==> config.mk <==
export PLATFORM = sky130hd
export DESIGN_NAME = haar_lift_engine_flat
export DESIGN_NICKNAME = d
export VERILOG_FILES = /design/src/rtl/haar_lift_engine_if.sv /design/src/rtl/haar_lift_engine.sv /design/src/flat_wrapper.sv
export SDC_FILE = /design/constraint.sdc
export NUM_CORES = 1
export LEC_CHECK = 0
export BUFFER_PORTS_ARGS = -buffer_cell sky130_fd_sc_hd__buf_2
export CORE_UTILIZATION = 56
export DETAILED_ROUTE_END_ITERATION = 10
export GPL_TIMING_DRIVEN = 1
export PLACE_DENSITY = 0.79
export SKIP_CTS_REPAIR_TIMING = 1
export SLEW_MARGIN = 10
export SYNTH_ARGS = -nofsm -noshare
export SYNTH_HDL_FRONTEND = slang
export SYNTH_SLANG_ARGS = --single-unit
==> constraint.sdc <==
create_clock -name clk -period 9.41 [get_ports clk]
set_input_delay 1.882 -clock clk [delete_from_list [all_inputs] [get_ports clk]]
set_output_delay 1.882 -clock clk [all_outputs]
set_load 0.005 [all_outputs]
==> src/rtl/haar_lift_engine_if.sv <==
// -----------------------------------------------------------------------------
// haar_lift_engine_if
// Sample-pair bus between a source (master) and the Haar lifting engine (slave).
//   start      : input-valid, one pair per clock
//   mode       : 0 = forward, 1 = inverse (only honoured on a frame's first pair)
//   im11/im21  : input pair (forward: e/o, inverse: d/s)
//   x1/y1      : output pair (forward: d/s, inverse: e/o)
//   data_occur : x1/y1 valid
//   frame_done : last pair of a frame
//   sat_flag   : x1 or y1 was clamped
// -----------------------------------------------------------------------------
interface haar_lift_engine_if #(
  parameter int DW = 16
);
  logic                 start;
  logic                 mode;
  logic signed [DW-1:0] im11;
  logic signed [DW-1:0] im21;
  logic signed [DW-1:0] x1;
  logic signed [DW-1:0] y1;
  logic                 data_occur;
  logic                 frame_done;
  logic                 sat_flag;

  modport master (
    output start, mode, im11, im21,
    input  x1, y1, data_occur, frame_done, sat_flag
  );

  modport slave (
    input  start, mode, im11, im21,
    output x1, y1, data_occur, frame_done, sat_flag
  );
endinterface

==> src/rtl/haar_lift_engine.sv <==
// -----------------------------------------------------------------------------
// haar_lift_engine
// Two-stage pipelined integer Haar lifting engine, one sample pair per clock.
//   Forward: d = o - e;          s = e + (d >>> 1)
//   Inverse: e = s - (d >>> 1);  o = d + e
// Internal arithmetic is DW+2 bits signed; results clamp to DW bits at the
// output only. Mode is sampled on the first pair of each FRAME_LEN-pair frame.
// Ports:
//   clk   : rising-edge clock
//   reset : asynchronous active-low reset
//   bus   : haar_lift_engine_if.slave (inputs start/mode/im11/im21,
//           outputs x1/y1/data_occur/frame_done/sat_flag)
// -----------------------------------------------------------------------------
module haar_lift_engine #(
  parameter int DW        = 16,
  parameter int FRAME_LEN = 4096
) (
  input  logic               clk,
  input  logic               reset,
  haar_lift_engine_if.slave  bus
);

  localparam int IW = DW + 2;
  localparam int CW = $clog2(FRAME_LEN);
  localparam logic [CW-1:0] LAST_CNT = CW'(FRAME_LEN - 1);
  localparam logic signed [IW-1:0] MAX_V = {3'b000, {(DW-1){1'b1}}};
  localparam logic signed [IW-1:0] MIN_V = {3'b111, {(DW-1){1'b0}}};

  typedef enum logic {ST_FWD = 1'b0, ST_INV = 1'b1} state_t;

  state_t                r_state;
  logic [CW-1:0]         r_cnt;

  // Stage 1: first-equation result plus the im11 operand (e in forward,
  // d in inverse), which is exactly what the second equation needs.
  logic                  r_s1_valid;
  logic                  r_s1_last;
  logic                  r_s1_inv;
  logic signed [IW-1:0]  r_s1_a;
  logic signed [IW-1:0]  r_s1_b;

  // Stage 2: registered outputs.
  logic signed [DW-1:0]  r_x1;
  logic signed [DW-1:0]  r_y1;
  logic                  r_data_occur;
  logic                  r_frame_done;
  logic                  r_sat_flag;

  logic                  w_first;
  logic                  w_last;
  logic                  w_inv;
  logic signed [IW-1:0]  w_im11;
  logic signed [IW-1:0]  w_im21;
  logic signed [IW-1:0]  w_first_res;
  logic signed [IW-1:0]  w_second_res;
  logic                  w_x_sat;
  logic                  w_y_sat;

  function automatic logic signed [DW-1:0] clamp(input logic signed [IW-1:0] v);
    if (v > MAX_V)      return MAX_V[DW-1:0];
    else if (v < MIN_V) return MIN_V[DW-1:0];
    else                return v[DW-1:0];
  endfunction

  assign w_first = (r_cnt == '0);
  assign w_last  = (r_cnt == LAST_CNT);
  // The first pair of a frame already runs in the mode presented with it.
  assign w_inv   = w_first ? bus.mode : (r_state == ST_INV);
  assign w_im11  = {{2{bus.im11[DW-1]}}, bus.im11};
  assign w_im21  = {{2{bus.im21[DW-1]}}, bus.im21};

  // NOTE: every signal assigned in always_comb gets a default first, so no
  // path can leave it unassigned and infer a latch.
  always_comb begin
    w_first_res  = w_im21 - w_im11;
    w_second_res = r_s1_b + (r_s1_a >>> 1);
    if (w_inv)    w_first_res  = w_im21 - (w_im11 >>> 1);
    if (r_s1_inv) w_second_res = r_s1_b + r_s1_a;
  end

  assign w_x_sat = (r_s1_a > MAX_V) || (r_s1_a < MIN_V);
  assign w_y_sat = (w_second_res > MAX_V) || (w_second_res < MIN_V);

  // NOTE: sequential state uses non-blocking assignments so every register
  // samples the pre-edge values, independent of statement order.
  always_ff @(posedge clk or negedge reset) begin
    if (!reset) begin
      r_state      <= ST_FWD;
      r_cnt        <= '0;
      r_s1_valid   <= 1'b0;
      r_s1_last    <= 1'b0;
      r_s1_inv     <= 1'b0;
      r_s1_a       <= '0;
      r_s1_b       <= '0;
      r_x1         <= '0;
      r_y1         <= '0;
      r_data_occur <= 1'b0;
      r_frame_done <= 1'b0;
      r_sat_flag   <= 1'b0;
    end else begin
      r_s1_valid <= bus.start;
      if (bus.start) begin
        r_cnt     <= w_last ? '0 : r_cnt + CW'(1);
        if (w_first) r_state <= bus.mode ? ST_INV : ST_FWD;
        r_s1_last <= w_last;
        r_s1_inv  <= w_inv;
        r_s1_a    <= w_first_res;
        r_s1_b    <= w_im11;
      end

      // Bubbles leave x1/y1 holding the last valid pair.
      r_data_occur <= r_s1_valid;
      r_frame_done <= r_s1_valid & r_s1_last;
      r_sat_flag   <= r_s1_valid & (w_x_sat | w_y_sat);
      if (r_s1_valid) begin
        r_x1 <= clamp(r_s1_a);
        r_y1 <= clamp(w_second_res);
      end
    end
  end

  assign bus.x1         = r_x1;
  assign bus.y1         = r_y1;
  assign bus.data_occur = r_data_occur;
  assign bus.frame_done = r_frame_done;
  assign bus.sat_flag   = r_sat_flag;

endmodule
==> src/flat_wrapper.sv <==
// flat-port wrapper written by rule: the top's interface ports become plain ports
module haar_lift_engine_flat 
#(
  parameter int DW        = 16,
  parameter int FRAME_LEN = 4096
)
  (clk, reset, bus_start, bus_mode, bus_im11, bus_im21, bus_x1, bus_y1, bus_data_occur, bus_frame_done, bus_sat_flag);
  haar_lift_engine_if #(.DW(DW)) bus_i ();
  input  logic clk;
  input  logic reset;
  input wire logic [$bits(bus_i.start)-1:0] bus_start;
  input wire logic [$bits(bus_i.mode)-1:0] bus_mode;
  input wire logic [$bits(bus_i.im11)-1:0] bus_im11;
  input wire logic [$bits(bus_i.im21)-1:0] bus_im21;
  output wire logic [$bits(bus_i.x1)-1:0] bus_x1;
  output wire logic [$bits(bus_i.y1)-1:0] bus_y1;
  output wire logic [$bits(bus_i.data_occur)-1:0] bus_data_occur;
  output wire logic [$bits(bus_i.frame_done)-1:0] bus_frame_done;
  output wire logic [$bits(bus_i.sat_flag)-1:0] bus_sat_flag;
  assign bus_i.start = bus_start;
  assign bus_i.mode = bus_mode;
  assign bus_i.im11 = bus_im11;
  assign bus_i.im21 = bus_im21;
  assign bus_x1 = bus_i.x1;
  assign bus_y1 = bus_i.y1;
  assign bus_data_occur = bus_i.data_occur;
  assign bus_frame_done = bus_i.frame_done;
  assign bus_sat_flag = bus_i.sat_flag;
  haar_lift_engine #(.DW(DW), .FRAME_LEN(FRAME_LEN)) u_core (.clk(clk), .reset(reset), .bus(bus_i));
endmodule
==> impl_summary.md, run 1 <==
Logic synthesis
The cell type contributing the most total cell area after synthesis is sky130_fd_sc_hd__dfrtp_1. For this run, the register share of the synthesized area comes to 37.0%. After synthesis, the cell types taking the most area are sky130_fd_sc_hd__dfrtp_1 37%, sky130_fd_sc_hd__mux2_2 10%, sky130_fd_sc_hd__ha_1 7.7%. For this run, asynchronously set or reset flops after synthesis account for 100%.

The post-synthesis instance total is 577. The number of warnings printed during yosys synthesis is 0. The post-synthesis instance area is 5680 um^2.

After synthesis, the netlist uses 65 different library cells. For this run, the leading register cell type out of synthesis is sky130_fd_sc_hd__dfrtp_1. Summed over its instances, the top area cell type makes up 37.0% of the synthesized netlist area. The post-synth net total is 650. The number of flops mapped to enable cells by yosys is 0. The mean area per synthesized cell is 9.85 um^2.

After synthesis the netlist holds a flip-flop and latch count of 84.

Routing
The routed layout has 4560 vias. The iteration-0 DRC count of the detailed router is 195. The routed wirelength normalized by instance count is 16.3 um. After detailed routing, the number of remaining DRC violations is 0. Dividing the detail-routed via count by the number of cells gives 5.91. The total wire length after detailed routing is 12.6 mm. The first detailed-routing pass ran for 5 iterations. Once detail routing completed, the nets flagged for antenna violations numbered 0.

Layout
From synthesis to final layout, the design area changed by 10.6%. The non-filler instance count after layout is 772. The post-layout instance area is 6290 um^2. The total inserted antenna cells is 0.

The net count reported at finish is 707. The share of post-route cells with drive strength above 1 is 25.8%.

Outcome
The run finished with clean final reports.

CTS
The latest clock arrival within the worst-skew pair is 0.36 ns. TritonCTS built the clock tree. The TritonCTS buffer count is 9.

The count of H-tree levels built during CTS is 3. The cell chosen for the clock root is sky130_fd_sc_hd__clkbuf_8. After clock tree synthesis, the clock-pin slew on the worst setup and hold paths is 0.08 ns. The total number of clock tree sinks is 84. Counting along the longest clock path gives a buffer depth of 2.

Timing
The count of pins over their slew limit is 0. The worst pin sits at a relative slew slack of 26.2%. Setup violations remaining at the end of the flow were counted as 0. Setup repair after global routing left no endpoint under its margin.

At the pin with the least slew margin, the transition time is 1.11 ns. After layout, the minimum clock period comes to 4.54 ns. Hold timing on the final database bottoms out at a slack of 0.506 ns. The post-route clock skew is 0.0102 ns. Of the available clock period, the critical path in the final layout requires 48.3%. The number of hold-slack violations in the final timing report is 0. The final sum of negative setup slack is 0 ns. Static timing analysis puts the maximum clock frequency at 0.220 GHz.

Global routing
The first global-routing pass estimated 20.9 mm of wire. The total overflow left after global routing is 0. The number of antenna violations at the first check in global routing is 0.

The met3 global-route usage is 3.25%. The routing layer with the top usage in global route is met2. In the global route stage, met1 resource usage came out at 34.8%.

The number of global-route vias before repair was 4380. Entering global routing, the biggest net connects 85 pins. Global routing used 42.1% of the available met2 tracks. The global-route total usage across every layer is 25.6%.

Place
The placed instances occupy a cell area of 6090 um^2. In this run the tool buffered the top-level ports with 70 buffer cells. The congestion estimate from routability-driven global placement came to 0.921.

The number of placed instances, taps included, is 756. Summed over all nets, the half-perimeter wirelength after detailed placement is 9.24 mm.

Setup path
In this run the worst path has a maximum fanout of 16. The delay of the slowest cell on the worst path is 0.40 ns. The kind of cell with the highest combined delay along the critical path is compound AO/OA/AOI/OAI gates. At the worst endpoint, the arrival time is 4.78 ns.

STA classifies the critical path endpoint as a register. The worst setup path is launched from an input port. The critical path goes through buf_2 > mux2i_2 > buf_4 > mux2_2 > ha_1 > fa_1 > nand2b_1 > a21oi_1 > o21a_1 > o21ai_0 > a21boi_0 > or3_1 > nand4_1. The setup slack of the most critical reg-to-reg path is 5.25 ns. The number of buffers and inverters on the critical path is 2.

The slowest stage of the critical path belongs to the cell sky130_fd_sc_hd__fa_1. STA puts the critical path data required time at 9.65 ns. The startpoint-to-endpoint class of the critical path is in2reg.

Pwr
The worst-case IR drop observed on VDD is 0.121 mV. Power spread over the standard cell area amounts to 314 nW/um^2. The leakage component of the power is 2.82 nW. The design draws 1.98 mW. The combinational fraction of design power is 56.0%. In this run switching power makes up 42.7% of total power. The share of total power dissipated in the clock network is 13.1%. Sequential cells account for 30.9% of the total power. The net load switching power is 0.845 mW. The internal power contribution is 1.13 mW.

Die
The region available for standard cell placement spans 9820 um^2. The number of rows in the core area is 36. The die is 103 um wide. The vertical extent of the die is 103 um. Once the floorplan was initialized, standard cells occupied 57.9% of the core.

The floorplan step defined a die boundary enclosing 10600 um^2. In this run the count of I/O pins placed on the die edge is 71.

Run
Across the run, the number of max-cap violations was 0.

Hold path
The worst hold path class is reg2reg.
-- cells in the final DEF (no fill, tap or decap), types with 3 or more instances in the layout --
| cell | n |
|---|---|
| sky130_fd_sc_hd__o211ai_1 | 5 |
| sky130_fd_sc_hd__nand3_1 | 10 |
| sky130_fd_sc_hd__o21ai_0 | 31 |
| sky130_fd_sc_hd__a21oi_1 | 43 |
| sky130_fd_sc_hd__dfrtp_1 | 83 |
| sky130_fd_sc_hd__and2_1 | 3 |
| sky130_fd_sc_hd__inv_1 | 23 |
| sky130_fd_sc_hd__clkbuf_1 | 3 |
| sky130_fd_sc_hd__a311oi_1 | 4 |
| sky130_fd_sc_hd__buf_4 | 3 |
| sky130_fd_sc_hd__clkbuf_8 | 10 |
| sky130_fd_sc_hd__nor3_1 | 6 |
| sky130_fd_sc_hd__ha_1 | 35 |
| sky130_fd_sc_hd__xnor2_1 | 16 |
| sky130_fd_sc_hd__a21o_1 | 8 |
| sky130_fd_sc_hd__nor4_1 | 6 |
| sky130_fd_sc_hd__mux2i_1 | 18 |
| sky130_fd_sc_hd__nand2b_1 | 5 |
| sky130_fd_sc_hd__o21bai_1 | 3 |
| sky130_fd_sc_hd__o21a_1 | 5 |
| sky130_fd_sc_hd__xor2_1 | 12 |
| sky130_fd_sc_hd__mux2_2 | 53 |
| sky130_fd_sc_hd__nand4_1 | 9 |
| sky130_fd_sc_hd__buf_2 | 69 |
| sky130_fd_sc_hd__nor2_1 | 54 |
| sky130_fd_sc_hd__nand2_1 | 49 |
| sky130_fd_sc_hd__a211oi_1 | 3 |
| sky130_fd_sc_hd__and3_1 | 6 |
| sky130_fd_sc_hd__a311oi_2 | 10 |
| sky130_fd_sc_hd__o2111ai_1 | 4 |
| sky130_fd_sc_hd__nor2b_1 | 5 |
| sky130_fd_sc_hd__o31ai_1 | 3 |
-- through the flow --
step	util [%]	setup WS, ns
4_1_cts	64.0	4.91
3_3_place_gp	62.1	4.66
5_1_grt	64.0	4.79
3_5_place_dp	62.1	4.59
2_1_floorplan	-	4.91
6_report	64.0	4.87
-- cell usage after synthesis (4+ instances only) --
master,count
sky130_fd_sc_hd__a21oi_1,43
sky130_fd_sc_hd__mux2i_1,18
sky130_fd_sc_hd__o21a_1,5
sky130_fd_sc_hd__nand2b_1,5
sky130_fd_sc_hd__and3_1,6
sky130_fd_sc_hd__mux2_2,53
sky130_fd_sc_hd__xor2_1,12
sky130_fd_sc_hd__a21o_1,8
sky130_fd_sc_hd__nor2b_1,5
sky130_fd_sc_hd__nand4_1,9
sky130_fd_sc_hd__nor2_1,54
sky130_fd_sc_hd__dfrtp_1,84
sky130_fd_sc_hd__xnor2_1,16
sky130_fd_sc_hd__ha_1,35
sky130_fd_sc_hd__nor3_1,6
sky130_fd_sc_hd__clkbuf_1,16
sky130_fd_sc_hd__nand2_1,49
sky130_fd_sc_hd__nand3_1,10
sky130_fd_sc_hd__o21ai_0,31
sky130_fd_sc_hd__o211ai_1,5
sky130_fd_sc_hd__nor4_1,6
sky130_fd_sc_hd__o2111ai_1,4
sky130_fd_sc_hd__inv_1,23
sky130_fd_sc_hd__a311oi_1,4
sky130_fd_sc_hd__a311oi_2,10
-- layout make-up --
type,instances,area [um^2]
repair buffers,72,368
clock inverters,3,46.3
fillers,832,3530
flip-flops and latches,84,2100
inverters,24,90.1
well taps,133,166
clock buffers,13,149
multi-input cells,443,3370
-- cells by family (layout without fill, tap and decap cells) --
| kind of cell | count (synthesis) | in the layout | share of synthesized area [%] |
|---|---|---|---|
| AO/OA/AOI/OAI | 141 | 141 | 18.4 |
| adder cells (fa/ha/maj) | 37 | 37 | 8.41 |
| multiplexers | 72 | 72 | 13.9 |
| buffers and inverters | 50 | 112 | 3.81 |
| flip-flops | 84 | 84 | 37.0 |
| XOR/XNOR | 29 | 29 | 4.80 |
| AND/OR/NAND/NOR | 164 | 164 | 13.7 |
-- power by group through the flow --
stage	registers (mW)	clock network [mW]	logic [mW]
final	0.610	0.259	1.11
after global routing	0.631	0.278	1.23
after CTS	0.609	0.264	1.10
after detailed placement	0.616	0	1.10
after global placement	0.606	0	1.07
after floorplan	0.571	0	0.898
-- final timing paths --
kind / start / endpoint / cells after the start
worst max-delay path: bus_mode / u_core.r_s1_a[8]$_DFFE_PN0P_ / 13
worst min-delay path: u_core.bus.x1[7]$_DFFE_PN0P_ / u_core.bus.x1[7]$_DFFE_PN0P_ / 1
worst max register to register: u_core.r_cnt[0]$_DFFE_PN0P_ / u_core.r_s1_a[8]$_DFFE_PN0P_ / 16
worst min register to register: u_core.bus.x1[7]$_DFFE_PN0P_ / u_core.bus.x1[7]$_DFFE_PN0P_ / 1
max in group asynchronous: reset / u_core.r_s1_valid$_DFF_PN0_ / 1
min in group asynchronous: reset / u_core.bus.y1[14]$_DFFE_PN0P_ / 1
-- sequential cells by signal, indices dropped and copies added (netlist names) --
signal and cells:
u_core.r_s1_b 16, u_core.r_s1_last 1, u_core.bus.sat_flag 1, u_core.r_cnt 12, u_core.r_s1_inv 1, u_core.r_s1_a 17, u_core.bus.data_occur 1, u_core.bus.x1 16
u_core.r_s1_valid 1, u_core.bus.frame_done 1, u_core.r_state 1, u_core.bus.y1 16
-- routing by layer --
metal  wire [um]  share of wire [%]
met2        5930                 47
met1        5940                 47
met5           0                  0
met4         188                1.5
met3         514                4.1
(Power assumes the default switching activity.)
==> inputs of run 2 (changes only) <==
Clock period 9.41 ns to 4.3 ns, I/O delays scaled along.
==> impl_summary.md, run 2 (synthesized netlist as in run 1, its figures left out) <==
Outcome
Result of the run: finished clean (unchanged).

Place
The total placed instance area came to 6130 um^2 (was 6090 um^2). The number of placed instances, taps included is 761 (was 756). The placement-stage worst setup slack is 0.374 ns (was 4.59 ns). The final RePlAce weighted congestion was 0.902 (was 0.921). The count of buffers inserted at the top-level ports is 70 (unchanged). The post-DP HPWL is 9.49 mm (was 9.24 mm).

CTS
The number of buffers on the longest clock path was 2 (unchanged). The TritonCTS buffer count came to 9 (unchanged). The TritonCTS clock tree is yes (unchanged).

The cell chosen for the clock root is sky130_fd_sc_hd__clkbuf_8 (unchanged). The count of H-tree levels built during CTS is 3 (unchanged). The clock-pin slew reported for the worst setup and hold paths after clock tree synthesis is 0.09 ns (was 0.08 ns). The total number of clock tree sinks is 84 (unchanged).

The latest clock arrival within the worst-skew pair is 0.37 ns (was 0.36 ns).

Global routing
The number of antenna violations at the first check in global routing is 0 (unchanged). The largest net degree at the start of global routing is 85 (unchanged). The number of global-route vias before repair is 4423 (was 4380). The global-route total usage across every layer is 26.2% (was 25.6%). The global-route wire length before repair is 21.3 mm (was 20.9 mm). The aggregate global routing overflow is 0 (unchanged).

Die
The core outline area is 9820 um^2 (unchanged). The initial core utilization is 57.9% (unchanged). The vertical extent of the die is 103 um (unchanged). The die width came to 103 um (unchanged). The number of top-level pins is 71 (unchanged). The die outline area is 10600 um^2 (unchanged).

The number of rows in the core area is 36 (unchanged).

Routing
The number of detailed-routing iterations run before antenna repair is 5 (unchanged). The total wire length after detailed routing is 12.8 mm (was 12.6 mm). The post-route DRC violation count is 0 (unchanged). The total number of vias is 4537 (was 4560). The residual antenna-violating net count after detailed routing is 0 (unchanged). The routed wirelength normalized by instance count is 16.5 um (was 16.3 um). The number of vias per cell after detailed routing is 5.84 (was 5.91). The iteration-0 DRC count of the detailed router was 229 (was 195).

Run
The number of max-capacitance violations reported is 0 (unchanged).

Timing
The number of setup violations in the final report was 0 (unchanged). The setup slack of the critical path after layout is 0.330 ns (was 4.87 ns). The final sum of negative setup slack is 0 ns (unchanged).

The minimum hold slack is 0.506 ns (about the same). The headroom to the max-slew limit came to 31.1% (was 26.2%). RSZ-0062 raised after global routing: false (unchanged). The count of pins over their slew limit is 0 (unchanged). In the finished design, the share of the clock period the worst path needs comes to 92.3%. The upper clock frequency limit is 0.252 GHz. The post-route clock skew is 0.0120 ns (was 0.0102 ns). The transition time of the tightest slew-check pin came to 1.03 ns (was 1.11 ns). The post-route minimum period is 3.97 ns.

The number of hold-slack violations in the final timing report is 0 (unchanged).

Setup path
The nature of the critical path startpoint was a register (was input port). The critical path launch point is u_core.r_cnt[0]$_DFFE_PN0P_ (was bus_mode). The critical-path maximum fanout is 15 (was 16). The startpoint-to-endpoint class of the critical path is reg2reg (was in2reg). The start of the worst register-to-register path was u_core.r_cnt[0]$_DFFE_PN0P_ (unchanged). The required time of the worst setup path is 4.55 ns (was 9.65 ns). The nature of the critical path endpoint is a register (unchanged). The arrival time at the worst endpoint is 4.22 ns (was 4.78 ns).

Layout
The share of post-route cells with drive strength above 1 was 26.9% (was 25.8%). Top library cells by usage in the layout, fill and taps aside: 83 x sky130_fd_sc_hd__dfrtp_1, 69 x sky130_fd_sc_hd__buf_2, 54 x sky130_fd_sc_hd__nor2_1 (unchanged). The register containing the most flip-flops in the final layout is u_core.r_s1_a (unchanged). The net count reported at finish is 712 (was 707).

The non-filler instance count after layout is 777 (was 772). The commonest non-fill, non-tap cell in the layout is sky130_fd_sc_hd__dfrtp_1 (unchanged). The utilization of the core after routing was 64.7% (was 64.0%). The post-layout instance area was 6350 um^2 (was 6290 um^2). The flip-flop count of the largest register after layout was 17 (unchanged). The total inserted antenna cells is 0 (unchanged). The layout overhead on the synthesized area is 11.7% (was 10.6%).

Pwr
The leakage component of the power is 2.87 nW (was 2.82 nW). The worst supply voltage drop on vdd was 0.259 mV (was 0.121 mV). The power density over the cells was 696 nW/um^2 (was 314 nW/um^2). The total chip power is 4.42 mW (was 1.98 mW).

Hold path
The worst hold path class is reg2reg (unchanged). The startpoint of the worst hold path is u_core.bus.x1[10]$_DFFE_PN0P_ (was u_core.bus.x1[7]$_DFFE_PN0P_).
-- run 2: changes by cell type in the layout (fill, tap and decap cells not counted), sizes merged --
cell      before  now
clkinv         2    4
inv           23   24
bufinv         1    2
clkbuf        13   10
clkinvlp       1    0
buf           72   77
-- run 2: final cells by class --
class                      instances  area [um^2]
multi-input combinational        443         3370
tap                              133          166
clock buffer                      10          128
sequential                        84         2100
timing repair buffer              77          405
inverter                          24         90.1
fill                             855         3470
clock inverter                     6         87.6
-- run 2: metal layers --
metal | GRT usage (%) | vias up | part of all wire (%)
met5 | 0 | - | 0
met4 | 7.91 | 0 | 2.0
met3 | 5.29 | 22 | 4.1
met2 | 43.4 | 117 | 48
met1 | 34.8 | 2184 | 46
li1 | - | 2214 | -
-- run 2: where the power goes --
part           switching [mW]  internal (mW)
combinational            1.36           1.14
sequential              0.231           1.06
clock                   0.300          0.328
-- run 2: worst paths after layout --
kind	endpoint	slack, ns	cells past startpoint
min	u_core.bus.x1[10]$_DFFE_PN0P_	0.51	1
min in group asynchronous	u_core.bus.y1[3]$_DFFE_PN0P_	0.65	1
max in group asynchronous	u_core.r_s1_valid$_DFF_PN0_	2.90	1
max	u_core.r_s1_a[12]$_DFFE_PN0P_	0.33	16
min reg2reg	u_core.bus.x1[10]$_DFFE_PN0P_	0.51	1
max reg2reg	u_core.r_s1_a[12]$_DFFE_PN0P_	0.33	16
-- run 2: critical path: stages, from the launching register on --
cell	delay [ns]
sky130_fd_sc_hd__dfrtp_1	0.39
sky130_fd_sc_hd__inv_1	0.11
sky130_fd_sc_hd__ha_1	0.16
sky130_fd_sc_hd__nor4b_1	0.32
sky130_fd_sc_hd__nand3_1	0.16
sky130_fd_sc_hd__mux2i_2	0.25
sky130_fd_sc_hd__buf_4	0.31
sky130_fd_sc_hd__mux2i_1	0.28
sky130_fd_sc_hd__inv_1	0.09
sky130_fd_sc_hd__fa_1	0.44
sky130_fd_sc_hd__nand2b_1	0.17
sky130_fd_sc_hd__a21oi_1	0.22
sky130_fd_sc_hd__o21a_1	0.21
sky130_fd_sc_hd__o211a_1	0.17
sky130_fd_sc_hd__nor2_1	0.07
sky130_fd_sc_hd__o2111a_1	0.25
sky130_fd_sc_hd__a221o_1	0.25
